[src/rtl/if_injector_n_if.sv]
// Sample-stream bundle for if_injector_n: incoming benchmark samples and
// the registered (possibly corrupted) samples handed to trace capture.
interface if_injector_n_if #(
    parameter int unsigned WIDTH = 4
) ();
    logic [WIDTH-1:0] din;
    logic             din_valid;
    logic [WIDTH-1:0] dout;
    logic             dout_valid;

    // Producer side: drives samples, observes the injector output
    modport master (output din, din_valid, input dout, dout_valid);
    // Injector side: consumes samples, drives the registered output
    modport slave  (input din, din_valid, output dout, dout_valid);
endinterface

[src/rtl/if_injector_n.sv]
// Intermittent-fault injector: registers a WIDTH-bit sample stream and,
// on an LFSR-driven schedule, corrupts masked bits for bounded bursts.
// Optional logging (fault_count, last_fault_ts) is enabled by defining
// IF_INJ_LOG_EN; otherwise those ports are tied to zero.
module if_injector_n #(
    parameter int unsigned WIDTH = 4,
    parameter int unsigned CNT_W = 8,
    parameter logic [15:0] SEED  = 16'hACE1
) (
    input  logic              clk,
    input  logic              rst_n,
    input  logic              cfg_we,
    input  logic [1:0]        cfg_mode,
    input  logic [WIDTH-1:0]  cfg_mask,
    input  logic [CNT_W-1:0]  cfg_period,
    input  logic [CNT_W-1:0]  cfg_burst,
    input  logic [7:0]        cfg_prob,
    input  logic              arm,
    if_injector_n_if.slave    bus,
    output logic              fault_active,
    output logic              busy,
    output logic [15:0]       fault_count,
    output logic [31:0]       last_fault_ts
);

    localparam logic [15:0] SEED_EFF = (SEED == 16'h0000) ? 16'h0001 : SEED;
    localparam logic [15:0] TAPS     = 16'hB400;

    localparam logic [1:0] MODE_OFF = 2'd0;
    localparam logic [1:0] MODE_SA0 = 2'd1;
    localparam logic [1:0] MODE_SA1 = 2'd2;
    localparam logic [1:0] MODE_FLIP = 2'd3;

    typedef enum logic [1:0] {
        ST_IDLE   = 2'd0,
        ST_WAIT   = 2'd1,
        ST_ACTIVE = 2'd2
    } state_t;

    state_t            state, state_nxt;
    logic [CNT_W-1:0]  pcnt, pcnt_nxt;
    logic [CNT_W-1:0]  bcnt, bcnt_nxt;
    logic [15:0]       lfsr, lfsr_nxt;

    logic [1:0]        mode;
    logic [WIDTH-1:0]  mask;
    logic [CNT_W-1:0]  period;
    logic [CNT_W-1:0]  burst;
    logic [7:0]        prob;

    logic              cfg_load;
    logic [1:0]        mode_nxt;
    logic [CNT_W-1:0]  burst_eff;
    logic [WIDTH-1:0]  sample, sample_nxt;
    logic              sample_valid;
    logic              fault_active_nxt;
    logic              busy_nxt;

    assign bus.dout       = sample;
    assign bus.dout_valid = sample_valid;

    // Next-state, counter, LFSR and output-data decode
    always_comb begin
        state_nxt  = state;
        pcnt_nxt   = pcnt;
        bcnt_nxt   = bcnt;
        lfsr_nxt   = lfsr;
        sample_nxt = bus.din;
        cfg_load   = (state == ST_IDLE) && cfg_we;
        mode_nxt   = cfg_load ? cfg_mode : mode;
        burst_eff  = (burst == '0) ? CNT_W'(1) : burst;

        if (!arm) begin
            state_nxt = ST_IDLE;
        end else begin
            case (state)
                ST_IDLE: begin
                    state_nxt = ST_WAIT;
                    pcnt_nxt  = cfg_load ? cfg_period : period;
                end
                ST_WAIT: begin
                    if (pcnt != '0) begin
                        pcnt_nxt = pcnt - CNT_W'(1);
                    end else if (lfsr[7:0] < prob) begin
                        state_nxt = ST_ACTIVE;
                        bcnt_nxt  = burst_eff - CNT_W'(1);
                    end else begin
                        pcnt_nxt = period;
                    end
                end
                ST_ACTIVE: begin
                    if (bcnt == '0) begin
                        state_nxt = ST_WAIT;
                        pcnt_nxt  = period;
                    end else begin
                        bcnt_nxt = bcnt - CNT_W'(1);
                    end
                end
                default: state_nxt = ST_IDLE;
            endcase
        end

        // Galois LFSR runs only while the schedule is live
        if (state != ST_IDLE) begin
            lfsr_nxt = (lfsr >> 1) ^ (lfsr[0] ? TAPS : 16'h0000);
        end

        // Corruption follows the state registered alongside this sample
        if (state == ST_ACTIVE) begin
            case (mode)
                MODE_SA0:  sample_nxt = bus.din & ~mask;
                MODE_SA1:  sample_nxt = bus.din | mask;
                MODE_FLIP: sample_nxt = bus.din ^ mask;
                default:   sample_nxt = bus.din;
            endcase
        end

        fault_active_nxt = (state_nxt == ST_ACTIVE) && (mode_nxt != MODE_OFF);
        busy_nxt         = (state_nxt != ST_IDLE);
    end

    // State, configuration, LFSR and registered outputs
    always_ff @(posedge clk) begin
        if (!rst_n) begin
            state        <= ST_IDLE;
            pcnt         <= '0;
            bcnt         <= '0;
            lfsr         <= SEED_EFF;
            mode         <= MODE_OFF;
            mask         <= '0;
            period       <= '0;
            burst        <= CNT_W'(1);
            prob         <= '0;
            sample       <= '0;
            sample_valid <= 1'b0;
            fault_active <= 1'b0;
            busy         <= 1'b0;
        end else begin
            state        <= state_nxt;
            pcnt         <= pcnt_nxt;
            bcnt         <= bcnt_nxt;
            lfsr         <= lfsr_nxt;
            sample       <= sample_nxt;
            sample_valid <= bus.din_valid;
            fault_active <= fault_active_nxt;
            busy         <= busy_nxt;
            if (cfg_load) begin
                mode   <= cfg_mode;
                mask   <= cfg_mask;
                period <= cfg_period;
                burst  <= cfg_burst;
                prob   <= cfg_prob;
            end
        end
    end

`ifdef IF_INJ_LOG_EN
    logic [31:0] cycle;
    logic        activate;

    assign activate = (state == ST_WAIT) && (state_nxt == ST_ACTIVE);

    // Free-running cycle counter used as the fault timestamp base
    always_ff @(posedge clk) begin
        if (!rst_n) begin
            cycle <= '0;
        end else begin
            cycle <= cycle + 32'd1;
        end
    end

    // Saturating activation count and timestamp of the latest activation
    always_ff @(posedge clk) begin
        if (!rst_n) begin
            fault_count   <= '0;
            last_fault_ts <= '0;
        end else if (activate) begin
            if (fault_count != 16'hFFFF) begin
                fault_count <= fault_count + 16'd1;
            end
            last_fault_ts <= cycle;
        end
    end
`else
    assign fault_count   = '0;
    assign last_fault_ts = '0;
`endif

endmodule

[src/flat_wrapper.sv]
// flat-port wrapper written by rule: the top's interface ports become plain ports
module if_injector_n_flat 
#(
    parameter int unsigned WIDTH = 4,
    parameter int unsigned CNT_W = 8,
    parameter logic [15:0] SEED  = 16'hACE1
)
  (clk, rst_n, cfg_we, cfg_mode, cfg_mask, cfg_period, cfg_burst, cfg_prob, arm, fault_active, busy, fault_count, last_fault_ts, bus_din, bus_din_valid, bus_dout, bus_dout_valid);
  if_injector_n_if #(.WIDTH(WIDTH)) bus_i ();
  input  logic clk;
  input  logic rst_n;
  input  logic cfg_we;
  input  logic [1:0] cfg_mode;
  input  logic [WIDTH-1:0] cfg_mask;
  input  logic [CNT_W-1:0] cfg_period;
  input  logic [CNT_W-1:0] cfg_burst;
  input  logic [7:0] cfg_prob;
  input  logic arm;
  output logic fault_active;
  output logic busy;
  output logic [15:0] fault_count;
  output logic [31:0] last_fault_ts;
  input wire logic [$bits(bus_i.din)-1:0] bus_din;
  input wire logic [$bits(bus_i.din_valid)-1:0] bus_din_valid;
  output wire logic [$bits(bus_i.dout)-1:0] bus_dout;
  output wire logic [$bits(bus_i.dout_valid)-1:0] bus_dout_valid;
  assign bus_i.din = bus_din;
  assign bus_i.din_valid = bus_din_valid;
  assign bus_dout = bus_i.dout;
  assign bus_dout_valid = bus_i.dout_valid;
  if_injector_n #(.WIDTH(WIDTH), .CNT_W(CNT_W), .SEED(SEED)) u_core (.clk(clk), .rst_n(rst_n), .cfg_we(cfg_we), .cfg_mode(cfg_mode), .cfg_mask(cfg_mask), .cfg_period(cfg_period), .cfg_burst(cfg_burst), .cfg_prob(cfg_prob), .arm(arm), .bus(bus_i), .fault_active(fault_active), .busy(busy), .fault_count(fault_count), .last_fault_ts(last_fault_ts));
endmodule
[config.mk]
export PLATFORM = sky130hd
export DESIGN_NAME = if_injector_n_flat
export DESIGN_NICKNAME = d
export VERILOG_FILES = /design/src/rtl/if_injector_n_if.sv /design/src/rtl/if_injector_n.sv /design/src/flat_wrapper.sv
export SDC_FILE = /design/constraint.sdc
export NUM_CORES = 1
export LEC_CHECK = 0
export ABC_CLOCK_PERIOD_IN_PS = 2700
export CAP_MARGIN = 30
export CORE_MARGIN = 3
export CORE_UTILIZATION = 46
export CTS_CLUSTER_DIAMETER = 100
export DETAILED_ROUTE_END_ITERATION = 10
export PLACE_DENSITY_LB_ADDON = 0.3
export SETUP_SLACK_MARGIN = 0.15
export SLEW_MARGIN = 20
export SYNTH_ARGS = -nofsm -noshare
export SYNTH_HDL_FRONTEND = slang
export SYNTH_SLANG_ARGS = --single-unit
export TNS_END_PERCENT = 5
[constraint.sdc]
create_clock -name clk -period 2.7 [get_ports clk]
set_clock_uncertainty 0.05 [all_clocks]
set_input_delay 0.54 -clock clk [delete_from_list [all_inputs] [get_ports clk]]
set_output_delay 0.54 -clock clk [all_outputs]
set_load 0.1 [all_outputs]
======== Word level (Yosys, flattened, before mapping) ========
Index checks and enable logic that the tools add are counted.
W data, S select, Z words.
word-level totals
  flip-flop bits (word level) ............. 71
  bits of input ports ..................... 39
  output and inout bits ................... 55
  logic and storage cells ................. 65
cells by class
  add/sub/neg operators ................... 3
  magnitude comparators ................... 1
  eq/ne operators ......................... 11
  mux-type cells .......................... 19
  bitwise logic cells ..................... 5
  reduce and logical (&&, ||, !) cells .... 13
operator list
  operator               number
  $mux W8                8
  $pmux W8 S3            1
  $sub A8 B1 Y8 const B  3
  $logic_not A8 Y1       2
  $mux W16               1
  $pmux W8 S2            1
  $xor A15 B16 Y16       1
  $pmux W4 S3            1
  $mux W2                5
  $eq A2 B2 Y1 const B   4
  $lt A8 B8 Y1           1
  $reduce_bool A2 Y1     4
  $reduce_bool A8 Y1     1
  $pmux W2 S3            1
  $reduce_and A5 Y1      1
  $and A4 B4 Y4          1
  $eq A2 B1 Y1 const B   2
  $mux W4                1
  $ne A2 B1 Y1 const B   2
  $ne A2 B2 Y1 const B   2
  $not A4 Y4             1
  $or A4 B4 Y4           1
  $reduce_and A4 Y1      1
  $xor A4 B4 Y4          1
  4 further kinds        5

======== Longest topological paths before layout ========
Gate-level depths: netlist (run 1).
  depth in word-level cells ............... 7
  gate-level depth with buffers ........... 10
  depth with buffers taken out ............ 9

======== Worst setup path before layout (run 1) ========
OpenSTA, ideal clock, no wires.
  kind .................................... reg-to-reg
  from .................................... reg u_core.state[0]
  to ...................................... reg u_core.bcnt[4]
  library setup time ...................... 0.074 ns
  arrival time ............................ 2.338 ns
  data required time ...................... 2.576 ns
  path slack .............................. 0.238 ns
  cell stages (with the launch flop) ...... 11
  path buffers ............................ 1
  period minus slack after synthesis ...... 2.462 ns
  cells stage by stage .................... dfxtp_1 -> inv_1 -> ha_1 -> clkbuf_1 -> nor4_1 -> a221oi_1 -> ha_1 -> o21ai_0 -> a211oi_1 -> o21ai_0 -> a31oi_1
between the ends
  cells in the longest elaborated chain, start to end .. 3
  elaborated cells between the ends (all ways) .. 8
  those cells by class .................... 5 x eq/ne; 1 x mux; 2 x reduce/logical
ends and longest elaborated chain
  what                                                 RTL line              RTL
  start, declared                                      if_injector_n.sv:40   state_t state, state_nxt;
  start signal, assigned                               if_injector_n.sv:139  state <= state_nxt;
  $eq A2 B2 Y1 / $eq A2 B1 Y1 (equally long branches)  if_injector_n.sv:76   case (state)
  $ne A2 B2 Y1 (no line) (tied with other cells)       n/a
  $reduce_and A5 Y1 (no line)                          n/a
  end signal, assigned                                 if_injector_n.sv:141  bcnt <= bcnt_nxt;
  end, declared                                        if_injector_n.sv:42   logic [CNT_W-1:0] bcnt, bcnt_nxt;
Several ways; a longest one is shown, not always the timed one.
A chain may end at the register's enable or synchronous reset.

======== Worst setup path after layout (run 1) ========
  from .................................... reg u_core.pcnt[0]
  to ...................................... reg u_core.bcnt[5]
between the ends
  cells in the longest elaborated chain, start to end .. 3
ends and longest elaborated chain
  what                         RTL line              RTL
  start, declared              if_injector_n.sv:41   logic [CNT_W-1:0] pcnt, pcnt_nxt;
  start signal, assigned       if_injector_n.sv:140  pcnt <= pcnt_nxt;
  $reduce_bool A8 Y1           if_injector_n.sv:82   if (pcnt != '0) begin
  $ne A2 B2 Y1 (no line)       n/a
  $reduce_and A5 Y1 (no line)  n/a
Every way passes these cells.

==> impl_metrics.env, run 1 <==
export IMPL_ys_flop_type="dfxtp_1"
export IMPL_cts_root_buf="clkbuf_8"
export IMPL_drtPass1Iterations=5
export IMPL_holdPathStages=2
export IMPL_clkPwrFrac_pct=33.5
export IMPL_power_density_nw_per_um2=623
export IMPL_ir_worst_vdd_mv=0.363
export IMPL_path_clk_slew_ns=0.08
export IMPL_grt_pass1_vias=3084
export IMPL_rsz0062_at_grt="yes"
export IMPL_synth_top_area_share_pct=35.4
export IMPL_overflow=0
export IMPL_synthArstFlopShare_pct=0
export IMPL_worst_pin_slew_ns=0.734
export IMPL_start_util_pct=48.1
export IMPL_arrival_ns=2.63
export IMPL_power_switching_mw=1.02
export IMPL_drt_wl_total_um=8990
export IMPL_hold_viol_final=0
export IMPL_die_w_um=99.4
export IMPL_max_freq_ghz=0.407
export IMPL_synth_top_area_cell="dfxtp_1"
export IMPL_fin_setup_tns_ns=0
export IMPL_clock_sinks=71
export IMPL_hold_end="u_core.prob[5]"
export IMPL_post_route_util_pct=56.1
export IMPL_setup_viol=0
export IMPL_ys_seq_elements=71
export IMPL_reg2reg_slack_ns=0.24
export IMPL_drive_gt1_share_pct=10.1
export IMPL_nFillCells=792
export IMPL_n_antenna_cell=0
export IMPL_hp_start="u_core.prob[5]"
export IMPL_finalCritPeriodShare_pct=91.0
export IMPL_htreeDepth=3
export IMPL_r2r_end="u_core.bcnt[5]"
export IMPL_drc=0
export IMPL_synth_warnings=0
export IMPL_finalPower_mw=2.91
export IMPL_io_pins=94
export IMPL_postPlaceCellArea_sq_um=4380
export IMPL_cap_violations=0
export IMPL_grt_usage_pct=18.2
export IMPL_wl_per_cell_um=14.1
export IMPL_drt_iter0_markers=225
export IMPL_worstPathMaxFanout=5
export IMPL_numCtsBuffers=9
export IMPL_antenna_found_initial=0
export IMPL_synth_distinct_cells=54
export IMPL_die_area_sq_um=9890
export IMPL_fp_coreArea_sq_um=8340
export IMPL_slew_viol_final=0
export IMPL_critPathRequiredTime_ns=2.87
export IMPL_multi_input_area_sq_um=2250
export IMPL_p_seq_share_pct=39.5
export IMPL_r2r_start="u_core.pcnt[0]"
export IMPL_grt_pass1_wl_um=14600
export IMPL_syn_to_final_growth_pct=16.5
export IMPL_synth_edff_count=0
export IMPL_combPwrFrac_pct=26.9
export IMPL_cp_end_kind="flop"
export IMPL_grt_max_degree=45
export IMPL_min_path_type="flop to flop"
export IMPL_rr_worst_depth=9
export IMPL_synth_area_per_cell_sq_um=8.33
export IMPL_syn_inst=482
export IMPL_fin_crit_ns=2.46
export IMPL_synth_area_sq_um=4020
export IMPL_crit_path_start="u_core.pcnt[0]"
export IMPL_sw_frac_of_total_pct=35.1
export IMPL_cts_tree="yes"
export IMPL_path_class="flop to flop"
export IMPL_slew_headroom_pct=51.1
export IMPL_p_leak_nw=1.99
export IMPL_hpwl_um=6500
export IMPL_final_net_count=589
export IMPL_insertion_delay_ns=0.35
export IMPL_ys_seq_area_share_pct=35.4
export IMPL_seq_area_sq_um=1420
export IMPL_via_per_inst=5.29
export IMPL_finalInstanceArea_sq_um=4680
export IMPL_startpoint_type="flop"
export IMPL_ant_nets=0
export IMPL_clockBufferDepth=2
export IMPL_vias=3375
export IMPL_status="completed"
export IMPL_die_h_um=99.4
export IMPL_synthTopCellsByArea="dfxtp_1 35%, buf_4 9.2%, mux2i_1 7.7%"
export IMPL_std_cell_rows=33
export IMPL_portBuffers=45
export IMPL_routabilityCongestion=0.875
export IMPL_p_int_mw=1.89
[state kept, by name (all words and copies together), names as in the netlist]
register	count
u_core.fault_active	1
u_core.prob	8
u_core.bcnt	8
u_core.burst	8
u_core.period	8
u_core.state	2
u_core.mask	4
u_core.bus.dout_valid	1
u_core.pcnt	8
u_core.lfsr	16
u_core.bus.dout	4
u_core.mode	2
u_core.busy	1
[stage by stage]
step / hold slack (ns) / setup slack, ns / cells
after global routing: 0.439 / 0.0670 / 638
after detailed placement: 0.399 / 0.0726 / 617
final: 0.407 / 0.244 / 638
after floorplan: 0.383 / 0.238 / 529
after CTS: 0.409 / 0.0916 / 633
after global placement: 0.393 / 0.218 / 617
[metal layers]
layer | wire, um | global-route usage (%) | part of all wire (%)
met5 | 0 | 0 | 0
met4 | 118 | 5.67 | 1.3
met3 | 549 | 3.65 | 6.1
met2 | 4280 | 30.4 | 48
met1 | 4040 | 23.7 | 45
[cells by family after synthesis]
| family | after synthesis | share of synthesized area [%] |
|---|---|---|
| simple gates | 139 | 15.1 |
| compound gates | 111 | 19.0 |
| buf+inv | 98 | 13.8 |
| flops | 71 | 35.4 |
| mux | 31 | 7.73 |
| fa+ha+maj | 22 | 6.86 |
| xor+xnor | 9 | 1.96 |
| other cells | 1 | 0.0934 |
[power by group through the flow]
stage | Combinational (mW) | Clock [mW] | Sequential, mW
6_report | 0.785 | 0.977 | 1.15
5_1_grt | 0.840 | 1.04 | 1.16
2_1_floorplan | 0.655 | 0 | 1.19
4_1_cts | 0.772 | 0.990 | 1.15
3_5_place_dp | 0.770 | 0 | 1.18
3_3_place_gp | 0.759 | 0 | 1.17
[cell usage after synthesis, types with 3 or more instances]
cell	number
nor3_1	5
o211ai_1	5
xor2_1	3
nand2_1	72
buf_4	49
a221o_1	5
xnor2_1	6
nand3_1	9
nor2b_1	3
a21oi_1	39
dfxtp_1	71
a22o_1	4
a211oi_1	5
mux2i_1	31
inv_1	23
clkbuf_1	19
a31oi_1	6
ha_1	22
a32o_1	7
buf_1	4
o21ai_0	18
nor2_1	32
[worst max-delay path, cell delays in order (launching register included)]
cell and delay, ns:
dfxtp_1 0.35, inv_1 0.10, ha_1 0.14, or4b_4 0.49, a2111oi_4 0.29, o211ai_1 0.29, buf_4 0.21, a211o_1 0.28
nand2_1 0.06, a31oi_1 0.07
[worst max-delay path by stage]
stage                      to  depth (start not counted)
3_3_place_gp   u_core.pcnt[6]                          8
2_1_floorplan  u_core.bcnt[4]                         10
4_1_cts        u_core.pcnt[5]                          8
5_1_grt        u_core.bcnt[4]                          9
6_report       u_core.bcnt[5]                          9
3_5_place_dp   u_core.pcnt[6]                          8
[final cells by class]
type	count	share of cell area [%]
timing repair buffer	61	11.8
inverter	25	2.01
clock buffer	11	3.24
clock inverter	5	1.71
multi-input combinational	360	48.1
sequential	71	30.4
tap	105	2.81
[timing repair]
item                                    CTS  global route
hold buffers                              0             0
setup buffers                             0             5
pin swaps                                 0             3
gates resized for setup                   1             5
endpoints found under the setup margin   14            16
[placed cells by master, fill, tap and decap left out, drive strengths merged, types with 7 or more instances in the layout]
cell type,instances
nand2,72
dfxtp,71
conb,48
a21oi,40
clkdlybuf4s50,38
nor2,32
mux2i,31
inv,24
buf,22
ha,22
o21ai,18
clkbuf,12
nand3,9
a32o,7
No activity file was read; power rests on OpenSTA's default activity.
==> run 2: changes to the inputs <==
==> constraint.sdc (replaced) <==
create_clock -name clk -period 2.7 [get_ports clk]
set_clock_uncertainty 0.05 [all_clocks]
set_input_delay 0.405 -clock clk [delete_from_list [all_inputs] [get_ports clk]]
set_output_delay 0.405 -clock clk [all_outputs]
set_load 0.1 [all_outputs]
==> run 2 against run 1 <==
Effect of this change: utilization fell by 0.80 points; sequential power is essentially flat; fmax up 1.2%; largest power group unchanged; critical path type unchanged; wire length down 4.1%; first-iteration DRC count fell by 9.3%; cell area shrank 1.4%; largest cell class unchanged.
==> impl_metrics.env, run 2 (synthesized netlist as in run 1, its figures left out) <==
export IMPL_status="completed"
export IMPL_finalPower_mw=2.78
export IMPL_setup_slack_ns=0.273
export IMPL_path_buf_inv=2
export IMPL_drt_iter0_markers=204
export IMPL_grt_max_degree=45
export IMPL_die_area_sq_um=9890
export IMPL_worst_pin_slew_ns=0.711
export IMPL_die_w_um=99.4
export IMPL_hold_viol_final=0
export IMPL_clockBufferDepth=2
export IMPL_drtPass1Iterations=4
export IMPL_ir_worst_vdd_mv=0.308
export IMPL_drt_wl_total_um=8620
export IMPL_arrival_ns=2.65
export IMPL_fin_crit_ns=2.43
export IMPL_path_clk_slew_ns=0.07
export IMPL_ant_nets=0
export IMPL_vias=3276
export IMPL_antenna_found_initial=0
export IMPL_r2r_start="u_core.pcnt[0]"
export IMPL_fin_cells=634
export IMPL_cts_root_buf="clkbuf_8"
export IMPL_clock_sinks=71
export IMPL_slew_headroom_pct=52.6
export IMPL_hp_start="u_core.prob[2]"
export IMPL_grt_usage_pct=17.8
export IMPL_grt_pass1_vias=3058
export IMPL_path_class="flop to flop"
export IMPL_seq_area_sq_um=1420
export IMPL_crit_path_start="u_core.pcnt[0]"
export IMPL_ctsHoldBuffers=0
export IMPL_finalCritPeriodShare_pct=89.9
export IMPL_routabilityCongestion=0.819
export IMPL_htreeDepth=3
export IMPL_min_path_type="flop to flop"
export IMPL_setup_viol=0
export IMPL_fin_setup_tns_ns=0
export IMPL_n_antenna_cell=0
export IMPL_grt_pass1_wl_um=14400
export IMPL_die_h_um=99.4
export IMPL_syn_to_final_growth_pct=14.8
export IMPL_start_util_pct=48.1
export IMPL_p_leak_nw=1.95
export IMPL_wl_per_cell_um=13.6
export IMPL_multi_input_area_sq_um=2250
export IMPL_mostFrequentLayoutCells="72 x nand2_1, 71 x dfxtp_1, 48 x conb_1, 39 x a21oi_1, 38 x clkdlybuf4s50_1"
export IMPL_regMostFlops="u_core.lfsr"
export IMPL_pre_cts_slack_ns=0.0946
export IMPL_largest_reg_flops=16
export IMPL_worstPathMaxFanout=5
export IMPL_cap_violations=0
export IMPL_overflow=0
export IMPL_insertion_delay_ns=0.35
export IMPL_final_net_count=585
export IMPL_numCtsBuffers=9
export IMPL_fp_coreArea_sq_um=8340
export IMPL_final_common_cell="nand2_1"
export IMPL_cp_end_kind="flop"
export IMPL_crit_family="compound AO/OA/AOI/OAI gates"
export IMPL_io_pins=94
export IMPL_via_per_inst=5.17
export IMPL_hpwl_um=6350
export IMPL_dp_cells=616
export IMPL_max_freq_ghz=0.412
export IMPL_power_density_nw_per_um2=603
export IMPL_portBuffers=45
export IMPL_rsz0062_at_grt="yes"
export IMPL_path_cells="inv_1 -> ha_1 -> or4b_4 -> a2111oi_4 -> o211ai_1 -> buf_4 -> a21oi_2 -> o21ai_0 -> a31oi_1"
export IMPL_critPathRequiredTime_ns=2.92
export IMPL_max_stage_delay_ns=0.49
export IMPL_startpoint_type="flop"
export IMPL_post_route_util_pct=55.3
export IMPL_std_cell_rows=33
export IMPL_cts_tree="yes"
export IMPL_drive_gt1_share_pct=9.45
export IMPL_crit_slowest_cell="or4b_4"
export IMPL_nFillCells=764
export IMPL_slew_viol_final=0
export IMPL_drc=0
==> run 2: metal layers <==
layer,part of all wire [%],GRT usage [%],vias to the layer above
met3,5.4,4.07,13
li1,-,-,1650
met1,47,23.9,1514
met2,46,28.0,99
met4,1.6,6.41,0
met5,0,0,-
==> run 2: cell type report <==
cell class	count	area share, %
flip-flops and latches	71	30.8
multi-input cells	361	48.8
well taps	105	2.85
inverters	25	2.04
clock buffers	11	3.07
repair buffers	56	11.2
clock inverters	5	1.25
==> run 2: what timing repair did <==
action                                 CTS  global route
endpoints found under the hold margin    0             0
setup endpoints to repair               14            16
pin swaps                                0             1
cloned                                   0             1
resized for setup                        2             5
buffers inserted                         0             1
==> run 2: worst paths after layout <==
check        cells past startpoint        endpoint  slack [ns]
max reg2reg                      9  u_core.bcnt[4]        0.27
min reg2reg                      2  u_core.prob[2]        0.41
min                              2  u_core.prob[2]        0.41
max                              9  u_core.bcnt[4]        0.27
==> run 2: worst register-to-register path, delay by kind of cell, from the launching register on <==
kind                     cells  cell delay, ns
AO/OA/AOI/OAI                5            1.08
adder cells (fa/ha/maj)      1            0.14
buffers and inverters        2            0.26
flip-flops                   1            0.34
AND/OR/NAND/NOR              1            0.49
==> run 2: metrics by stage <==
| stage | area (sq um) | hold WS [ns] |
|---|---|---|
| finish | 4610 | 0.409 |
| global route | 4610 | 0.436 |
| CTS | 4570 | 0.410 |
| detailed placement | 4370 | 0.399 |
| global placement | 4370 | 0.394 |
| floorplan | 4190 | 0.383 |
==> run 2: power breakdown <==
| group | total [mW] | internal (mW) | switching (mW) | leakage [nW] |
|---|---|---|---|---|
| Combinational | 0.775 | 0.216 | 0.559 | 1.27 |
| Clock | 0.855 | 0.450 | 0.405 | 0.0916 |
| Sequential | 1.15 | 1.10 | 0.0480 | 0.582 |
| Total | 2.78 | 1.77 | 1.01 | 1.95 |
